**config.mk**
```make
export PLATFORM = sky130hd
export DESIGN_NAME = descramble
export DESIGN_NICKNAME = d
export VERILOG_FILES = /design/src/rtl/descramble.sv
export SDC_FILE = /design/constraint.sdc
export NUM_CORES = 1
export LEC_CHECK = 0
export BUFFER_PORTS_ARGS = -buffer_cell sky130_fd_sc_hd__buf_2
export CORE_MARGIN = 2
export CORE_UTILIZATION = 30
export CTS_CLUSTER_SIZE = 40
export DETAILED_ROUTE_END_ITERATION = 10
export PLACE_DENSITY = 0.51
export SYNTH_ARGS = -nofsm -noshare
export SYNTH_HDL_FRONTEND = slang
export SYNTH_SLANG_ARGS = --single-unit
export TNS_END_PERCENT = 5
```
**constraint.sdc**
```tcl
create_clock -name clk -period 2.2 [get_ports clk]
set_input_delay 0.22 -clock clk [delete_from_list [all_inputs] [get_ports clk]]
set_output_delay 0.22 -clock clk [all_outputs]
set_load 0.02 [all_outputs]
```
**src/rtl/descramble.sv**
```systemverilog
// Serial 100BASE-TX descrambler (x^11 + x^9 + 1). It self-synchronises on idle,
// which is all ones before scrambling, and drops lock when idle runs stop arriving.
module descramble #(
  parameter int LOCK_IDLES = 29,
  parameter int TIMEOUT    = 90250
) (
  input  logic clk,
  input  logic rst_n,
  input  logic scrambled,
  input  logic scrambled_valid,
  output logic unscrambled,
  output logic unscrambled_valid,
  output logic locked
);

  localparam int MW = $clog2(LOCK_IDLES + 1);
  localparam int TW = $clog2(TIMEOUT + 1);
  localparam logic [MW-1:0] LOCK_MAX = MW'(LOCK_IDLES);
  localparam logic [TW-1:0] TIME_MAX = TW'(TIMEOUT);

  typedef enum logic {UNLOCKED = 1'b0, LOCKED = 1'b1} state_e;

  state_e        state_q, state_d;
  logic [10:0]   lfsr_q, lfsr_d;
  logic [MW-1:0] match_q, match_d, match_inc;
  logic [TW-1:0] timer_q, timer_d, timer_inc;
  logic          unscr_q, unscr_d;
  logic          uvalid_q, uvalid_d;
  logic          locked_q, locked_d;
  logic          ks, descr;

  // Handshake: scrambled_valid=1 marks a bit to consume; there is no backpressure.
  // unscrambled_valid=1 marks unscrambled as new, exactly one clock later.
  assign ks        = lfsr_q[8] ^ lfsr_q[10];
  assign descr     = scrambled ^ ks;
  assign match_inc = match_q + MW'(1);
  assign timer_inc = timer_q + TW'(1);

  always_comb begin
    state_d  = state_q;
    lfsr_d   = lfsr_q;
    match_d  = match_q;
    timer_d  = timer_q;
    unscr_d  = unscr_q;
    uvalid_d = scrambled_valid;
    locked_d = locked_q;
    if (scrambled_valid) begin
      unscr_d = descr;
      case (state_q)
        UNLOCKED: begin
          // Assume idle: the inverted input bit is the transmitter's keystream.
          lfsr_d = {lfsr_q[9:0], ~scrambled};
          if (ks == ~scrambled) begin
            if (match_inc == LOCK_MAX) begin
              state_d  = LOCKED;
              locked_d = 1'b1;
              timer_d  = '0;
              match_d  = '0;
            end else begin
              match_d = match_inc;
            end
          end else begin
            match_d = '0;
          end
        end
        LOCKED: begin
          lfsr_d = {lfsr_q[9:0], ks};
          if (descr && (match_inc == LOCK_MAX)) begin
            // A completed idle run beats a timer expiring on the same bit.
            match_d = '0;
            timer_d = '0;
          end else begin
            match_d = descr ? match_inc : '0;
            if (timer_inc == TIME_MAX) begin
              state_d  = UNLOCKED;
              locked_d = 1'b0;
              match_d  = '0;
              timer_d  = '0;
            end else begin
              timer_d = timer_inc;
            end
          end
        end
        default: state_d = UNLOCKED;
      endcase
    end
  end

  always_ff @(posedge clk or negedge rst_n) begin
    if (!rst_n) begin
      state_q  <= UNLOCKED;
      lfsr_q   <= '0;
      match_q  <= '0;
      timer_q  <= '0;
      unscr_q  <= 1'b0;
      uvalid_q <= 1'b0;
      locked_q <= 1'b0;
    end else begin
      state_q  <= state_d;
      lfsr_q   <= lfsr_d;
      match_q  <= match_d;
      timer_q  <= timer_d;
      unscr_q  <= unscr_d;
      uvalid_q <= uvalid_d;
      locked_q <= locked_d;
    end
  end

  assign unscrambled       = unscr_q;
  assign unscrambled_valid = uvalid_q;
  assign locked            = locked_q;

endmodule

```
==> results of run 1 <==
## worst max-delay path by stage
stage / slack (ps) / depth (start not counted) / end
floorplan: -120 / 9 / match_q[3]$_DFFE_PN0P_
global placement: -100 / 7 / match_q[3]$_DFFE_PN0P_
detailed placement: -120 / 8 / timer_q[3]$_DFFE_PN0P_
CTS: -80 / 9 / timer_q[3]$_DFFE_PN0P_
global route: -170 / 10 / timer_q[14]$_DFFE_PN0P_
finish: -100 / 9 / timer_q[3]$_DFFE_PN0P_
## synthesized netlist by cell type, types with 5 or more instances
cell type,count
dfrtp_1,37
and3_1,5
nand2_1,25
clkbuf_1,8
inv_1,10
o31ai_1,5
o21ai_0,16
nor3_1,8
xor2_1,5
a21oi_1,6
o21ai_1,5
nor2_1,8
nand3_1,9
mux2_2,11
## sequential cells by signal (all words and copies together) (netlist names)
| name | cells |
|---|---|
| locked | 1 |
| state_q | 1 |
| match_q | 5 |
| unscrambled_valid | 1 |
| timer_q | 17 |
| unscrambled | 1 |
| lfsr_q | 11 |
## through the flow
step,setup TNS [ps],total power [mW],utilization (%),cells
after floorplan,-824,1.15,-,229
after global placement,-884,1.28,35.8,359
after detailed placement,-1110,1.29,35.8,359
after CTS,-332,1.92,38.0,369
after global routing,-1330,2.02,38.2,369
final,-243,1.90,38.2,369
## layout make-up
class	instances	share of cell area (%)
clock inverter	2	1.37
sequential	37	33.9
multi-input combinational	169	43.7
timing repair buffer	46	12.2
inverter	10	1.37
clock buffer	6	3.01
tap	99	4.52
## timing repair
| action | CTS | global route |
|---|---|---|
| pin swaps | 7 | 2 |
| gates resized for setup | 7 | 7 |
| endpoints found under the setup margin | 13 | 16 |
| setup buffers | 2 | 0 |
## critical path, delay by kind of cell, from the launching register on
family,cells,cell delay (ps)
simple gates,5,1300
flops,1,400
buf+inv,2,320
compound gates,2,200
## per-layer routing
metal / GRT usage, % / part of all wire [%]
met1: 17.0 / 49
met2: 21.7 / 47
met3: 2.19 / 2.1
met4: 4.88 / 1.6
met5: 0 / 0
## power breakdown
group          total [mW]  internal [mW]  switching, mW
sequential          0.864          0.791         0.0730
clock               0.630          0.369          0.261
combinational       0.406          0.193          0.214
## cell families (layout without fill, tap and decap cells)
logic type | count (synthesis) | count (layout)
AND/OR/NAND/NOR | 86 | 86
AO/OA/AOI/OAI | 57 | 57
flip-flops | 37 | 37
buffers and inverters | 23 | 64
multiplexers | 13 | 13
XOR/XNOR | 8 | 8
adder cells (fa/ha/maj) | 5 | 5
==> key figures, run 1 <==
Status
  • Status: complete, but fails checks
  • Failing checks: setup timing

Global route
  • Largest net degree at the start of global routing: 38
  • Global route overflow: 0
  • Vias in the first global route: 1755
  • Initial antenna violation count: 0
  • All-layer global routing usage: 13.0%
  • First-pass GRT wire length: 8.13 mm

Yosys
  • Number of flops mapped to enable cells by yosys: 0
  • Seq/Total Area, Yosys: 42.1%
  • Top cells by area, synth: dfrtp_1 42%, mux2_2 5.6%, nand2_1 4.3%, o21ai_0 3.6%, ha_1 2.3%
  • Main combinational cell family by area after synthesis: simple AND/OR/NAND/NOR gates
  • Complex-gate fraction of the synthesized area: 17.9%
  • Post-Syn Instances: 229
  • Post-synthesis mux area share: 6.55%
  • Mapped Avg Cell Area: 9.60 sq um
  • XOR/XNOR Fraction of Synth Area: 3.19%
  • Synth Flop Type: dfrtp_1
  • Synth top area share: 42.1%
  • Post-synthesis adder-cell area fraction: 2.73%
  • Synthesized area: 2200 sq um
  • Cell accounting for the most synthesized area: dfrtp_1
  • Cell variety after synth: 58
  • Post-synthesis register bit count: 37
  • Syn Nets: 237
  • Number of synthesis warnings: 0
  • Asr flop ratio synth: 100%
  • Synth Area in Simple Gates: 22.2%

Worst setup path
  • R2r worst-path depth: 9
  • Critical Path Start: timer_q[8]$_DFFE_PN0P_
  • Crit path DAT: 2510 ps
  • CP max stage delay: 400 ps
  • Reg2reg setup slack: -100 ps
  • Setup crit start kind: flop
  • Reg2reg start: timer_q[8]$_DFFE_PN0P_
  • WP data required: 2410 ps
  • Crit path kind: reg2reg
  • Worst-path cell chain: nand3_2 > or3_4 > or3_4 > o2111ai_2 > buf_4 > nor4_2 > buf_4 > or4_1 > o211ai_1
  • Crit-path slowest cell: dfrtp_1
  • Reg2Reg Capture Point: timer_q[3]$_DFFE_PN0P_
  • Crit end category: flop
  • Worst-path fanout max: 6

Die
  • Starting Density: 30.6%
  • Die Wd: 89.6 microns
  • Ports: 7
  • Core area: 7180 sq um
  • Std-Cell Rows: 31
  • Die Y: 89.6 microns
  • Overall die area: 8030 sq um

Min path
  • Hold Crit Class: in2async

Route
  • Routed len/inst: 13.1 microns
  • Final WL: 4.83 mm
  • DR vias/cell: 4.98
  • Via count: 1836
  • Detail Route Antenna Nets: 0
  • DRC viols: 0
  • First-pass DRT Iterations: 4
  • Initial DRC count: 75

CTS
  • Root Buffer: clkbuf_8
  • CTS tree: built
  • Num CTS Buffers: 5
  • Clock Pin Slew Worst Setup and Hold Paths: 80 ps
  • CTS sink count: 37
  • Worst-Skew Late Latency: 290 ps
  • Max H-tree Level: 2
  • CTS max path bufs: 2
  • Cts hold-fix bufs: 0

STA
  • Final Skew: 8.71 ps
  • Setup ws final: -97.6 ps
  • Final hold violations: 0
  • Fin Hold WS: 29.5 ps
  • Upper clock frequency limit: 435 MHz
  • Final Critical Period: 2300 ps
  • Crit share post-route: 104%
  • RSZ-0062 raised after global routing: yes
  • Slew Viols, Final: 0
  • Final setup fails: 5
  • Worst-Margin Slew: 854 ps
  • Headroom to the max-slew limit: 43.1%

Placed design
  • Hpwl dp: 3.42 mm
  • DP Area: 2570 sq um
  • IO Port Bufs: 6
  • Gpl congestion: 0.780
  • DP Worst Slack: -121 ps

Layout
  • P&R area growth vs syn: 24.8%
  • Commonest cells after routing, fill and taps aside: 39 x buf_4, 35 x dfrtp_1, 25 x nand2_1, 15 x o21ai_0, 11 x mux2_2
  • Nets: 277
  • Most common cell after layout, fill and taps aside: buf_4
  • Register area: 928 sq um
  • Fin area: 2740 sq um
  • Share of layout cells above drive strength 1: 34.4%
  • Layout fillers: 744
  • Antenna fix cells: 0
  • Multi-input logic area: 1200 sq um

Power and ir drop
  • Total leakage power: 1.14 nW
  • PwrDens: 693 nW/um^2
  • Maximum VDD drop: 318 uV

Run
  • Max Cap Violations: 0
(Power assumes the default switching activity.)
==> run 2, diff against run 1 <==
--- a/config.mk
+++ b/config.mk
@@ -10,7 +10,9 @@
 export CORE_UTILIZATION = 30
 export CTS_CLUSTER_SIZE = 40
 export DETAILED_ROUTE_END_ITERATION = 10
+export MAX_ROUTING_LAYER = met4
 export PLACE_DENSITY = 0.51
+export SLEW_MARGIN = 20
 export SYNTH_ARGS = -nofsm -noshare
 export SYNTH_HDL_FRONTEND = slang
 export SYNTH_SLANG_ARGS = --single-unit
==> key figures, run 2 (synthesized netlist as in run 1, its figures left out) <==
Layout
  • P&R area growth vs syn: 24.6%
  • Antenna fix cells: 0 (unchanged)
  • Final non-filler cell total: 369 (unchanged)
  • Fin area: 2740 sq um (-0.14%)
  • Largest regs: timer_q: 17 flops, lfsr_q: 11 flops, match_q: 5 flops
  • Multi-input logic area: 1200 sq um (unchanged)
  • Most common cell after layout, fill and taps aside: buf_4
  • Commonest cells after routing, fill and taps aside: 40 x buf_4, 35 x dfrtp_1, 25 x nand2_1, 15 x o21ai_0, 11 x mux2_2
  • Max reg flops: 17 (unchanged)
  • Largest reg by FF count: timer_q
  • Layout fillers: 746 (+0.27%)
  • Register area: 928 sq um (unchanged)
  • Share of layout cells above drive strength 1: 34.4% (unchanged)
  • Nets: 277 (unchanged)

Placed design
  • Hpwl dp: 3.42 mm (unchanged)
  • IO Port Bufs: 6 (unchanged)
  • DP Area: 2570 sq um (unchanged)
  • Placed insts: 359 (unchanged)
  • Gpl congestion: 0.790 (+1.4%)

Worst setup path
  • Crit path DAT: 2500 ps (about the same)
  • R2r worst-path depth: 9 (unchanged)
  • Reg2reg start: timer_q[8]$_DFFE_PN0P_
  • Crit-path slowest cell: dfrtp_1
  • Crit path kind: reg2reg
  • Reg2reg setup slack: -100 ps (about the same)
  • Reg2Reg Capture Point: timer_q[3]$_DFFE_PN0P_
  • Worst path buffer plus inverter count: 2 (unchanged)
  • Setup crit start kind: flop
  • Cell family with most CP delay: simple AND/OR/NAND/NOR gates
  • Crit end category: flop
  • Worst-path cell chain: nand3_2 > or3_4 > or3_4 > o2111ai_2 > buf_4 > nor4_2 > buf_4 > or4_1 > o211ai_1
  • Critical Path Start: timer_q[8]$_DFFE_PN0P_
  • CP max stage delay: 400 ps (about the same)
  • Worst-path fanout max: 6 (unchanged)
  • WP data required: 2410 ps (about the same)

STA
  • Final Skew: 9.17 ps (+0.462 ps)
  • Final Critical Period: 2300 ps (-1.66 ps)
  • Setup ws final: -95.9 ps (+1.66 ps)
  • Slew Viols, Final: 0 (unchanged)
  • Setup TNS: -287 ps (-43.8 ps)
  • Final hold violations: 0 (unchanged)
  • RSZ-0062 raised after global routing: yes
  • Worst-Margin Slew: 856 ps (+2.60 ps)
  • Final setup fails: 9 (+4)
  • Upper clock frequency limit: 436 MHz (about the same)
  • Fin Hold WS: 27.4 ps (-2.05 ps)
  • Crit share post-route: 104% (about the same)
  • Headroom to the max-slew limit: 42.9% (-0.17 points)

CTS
  • Worst-Skew Late Latency: 290 ps (about the same)
  • CTS sink count: 37 (unchanged)
  • CTS max path bufs: 2 (unchanged)
  • CTS tree: built
  • Num CTS Buffers: 5 (unchanged)
  • Clock Pin Slew Worst Setup and Hold Paths: 80 ps (about the same)
  • Max H-tree Level: 2 (unchanged)
  • Root Buffer: clkbuf_8

Power and ir drop
  • PwrDens: 694 nW/um^2 (+0.21%)
  • Reg power frac: 45.4% (about the same)
  • Sw frac: 28.9% (+0.052 points)
  • Maximum VDD drop: 318 uV (about the same)
  • Tot Pwr: 1.90 mW (about the same)
  • Total leakage power: 1.14 nW (about the same)
  • Comb power frac: 21.4% (about the same)
  • Clock share of power: 33.2% (about the same)
  • Net Sw Power: 0.549 mW (+0.25%)
  • Int Pwr: 1.35 mW (about the same)

Route
  • Routed len/inst: 13.1 microns (+0.33%)
  • Final WL: 4.84 mm (+0.33%)
  • Via count: 1822 (-0.76%)
  • Detail Route Antenna Nets: 0 (unchanged)
  • DR vias/cell: 4.94 (-0.76%)
  • Initial DRC count: 91 (+21%)
  • DRC viols: 0 (unchanged)
  • First-pass DRT Iterations: 4 (unchanged)

Die
  • Ports: 7 (unchanged)
  • Starting Density: 30.6% (unchanged)
  • Die Y: 89.6 microns (unchanged)
  • Core area: 7180 sq um (unchanged)
  • Die Wd: 89.6 microns (unchanged)
  • Overall die area: 8030 sq um (unchanged)
  • Std-Cell Rows: 31 (unchanged)

Global route
  • Initial antenna violation count: 0 (unchanged)
  • First-pass GRT wire length: 8.15 mm (+0.25%)
  • Global route overflow: 0 (unchanged)
  • Vias in the first global route: 1747 (-0.46%)
  • Largest net degree at the start of global routing: 38 (unchanged)
  • All-layer global routing usage: 13.5% (+0.42 points)

Min path
  • Hold Crit Class: in2async

Status
  • Status: complete, but fails checks
  • Failing checks: setup timing

Run
  • Max Cap Violations: 0 (unchanged)
-- run 2: changes by cell type in the layout (fill, tap and decap cells not counted) --
cell	change
buf_6	-1
buf_4	+1
-- run 2: metrics by stage --
stage,worst slack (ps),util [%]
after CTS,-75.3,38.0
after floorplan,-122,-
after detailed placement,-121,35.8
final,-95.9,38.2
after global routing,-173,38.2
after global placement,-99.0,35.8
-- run 2: cell type report --
cell class / instances / share of cell area [%]
Clock buffer: 6 / 3.02
Clock inverter: 2 / 1.37
Inverter: 10 / 1.37
Sequential cell: 37 / 33.9
Multi-Input combinational cell: 169 / 43.8
Tap cell: 99 / 4.52
Timing Repair Buffer: 46 / 12.1
-- run 2: routing by layer --
metal	vias to the layer above	GRT usage (%)	wire length, microns
met1	878	17.1	2400
li1	922	-	-
met5	-	-	0
met4	0	4.88	78
met3	7	2.19	79
met2	15	21.7	2290
-- run 2: repair_timing --
action | 4_1_cts | 5_1_grt
buffers inserted | 2 | 0
pin swaps | 7 | 1
gates resized for setup | 7 | 6
hold endpoints to repair | 0 | 0
hold buffers | 0 | 0
setup endpoints to repair | 13 | 16
-- run 2: how the worst max path moves through the flow --
| stage | to | slack (ps) | cells after the start |
|---|---|---|---|
| after floorplan | match_q[3]$_DFFE_PN0P_ | -120 | 9 |
| after global placement | match_q[3]$_DFFE_PN0P_ | -100 | 7 |
| after detailed placement | timer_q[3]$_DFFE_PN0P_ | -120 | 8 |
| after global routing | timer_q[14]$_DFFE_PN0P_ | -170 | 10 |
| final | timer_q[3]$_DFFE_PN0P_ | -100 | 9 |
| after CTS | timer_q[3]$_DFFE_PN0P_ | -80 | 9 |
-- run 2: power groups by stage --
stage	Clock [mW]	Sequential, mW	Combinational [mW]
after detailed placement	0	0.879	0.408
after CTS	0.645	0.865	0.414
after global placement	0	0.872	0.407
after floorplan	0	0.883	0.271
after global routing	0.675	0.876	0.471
final	0.631	0.864	0.407
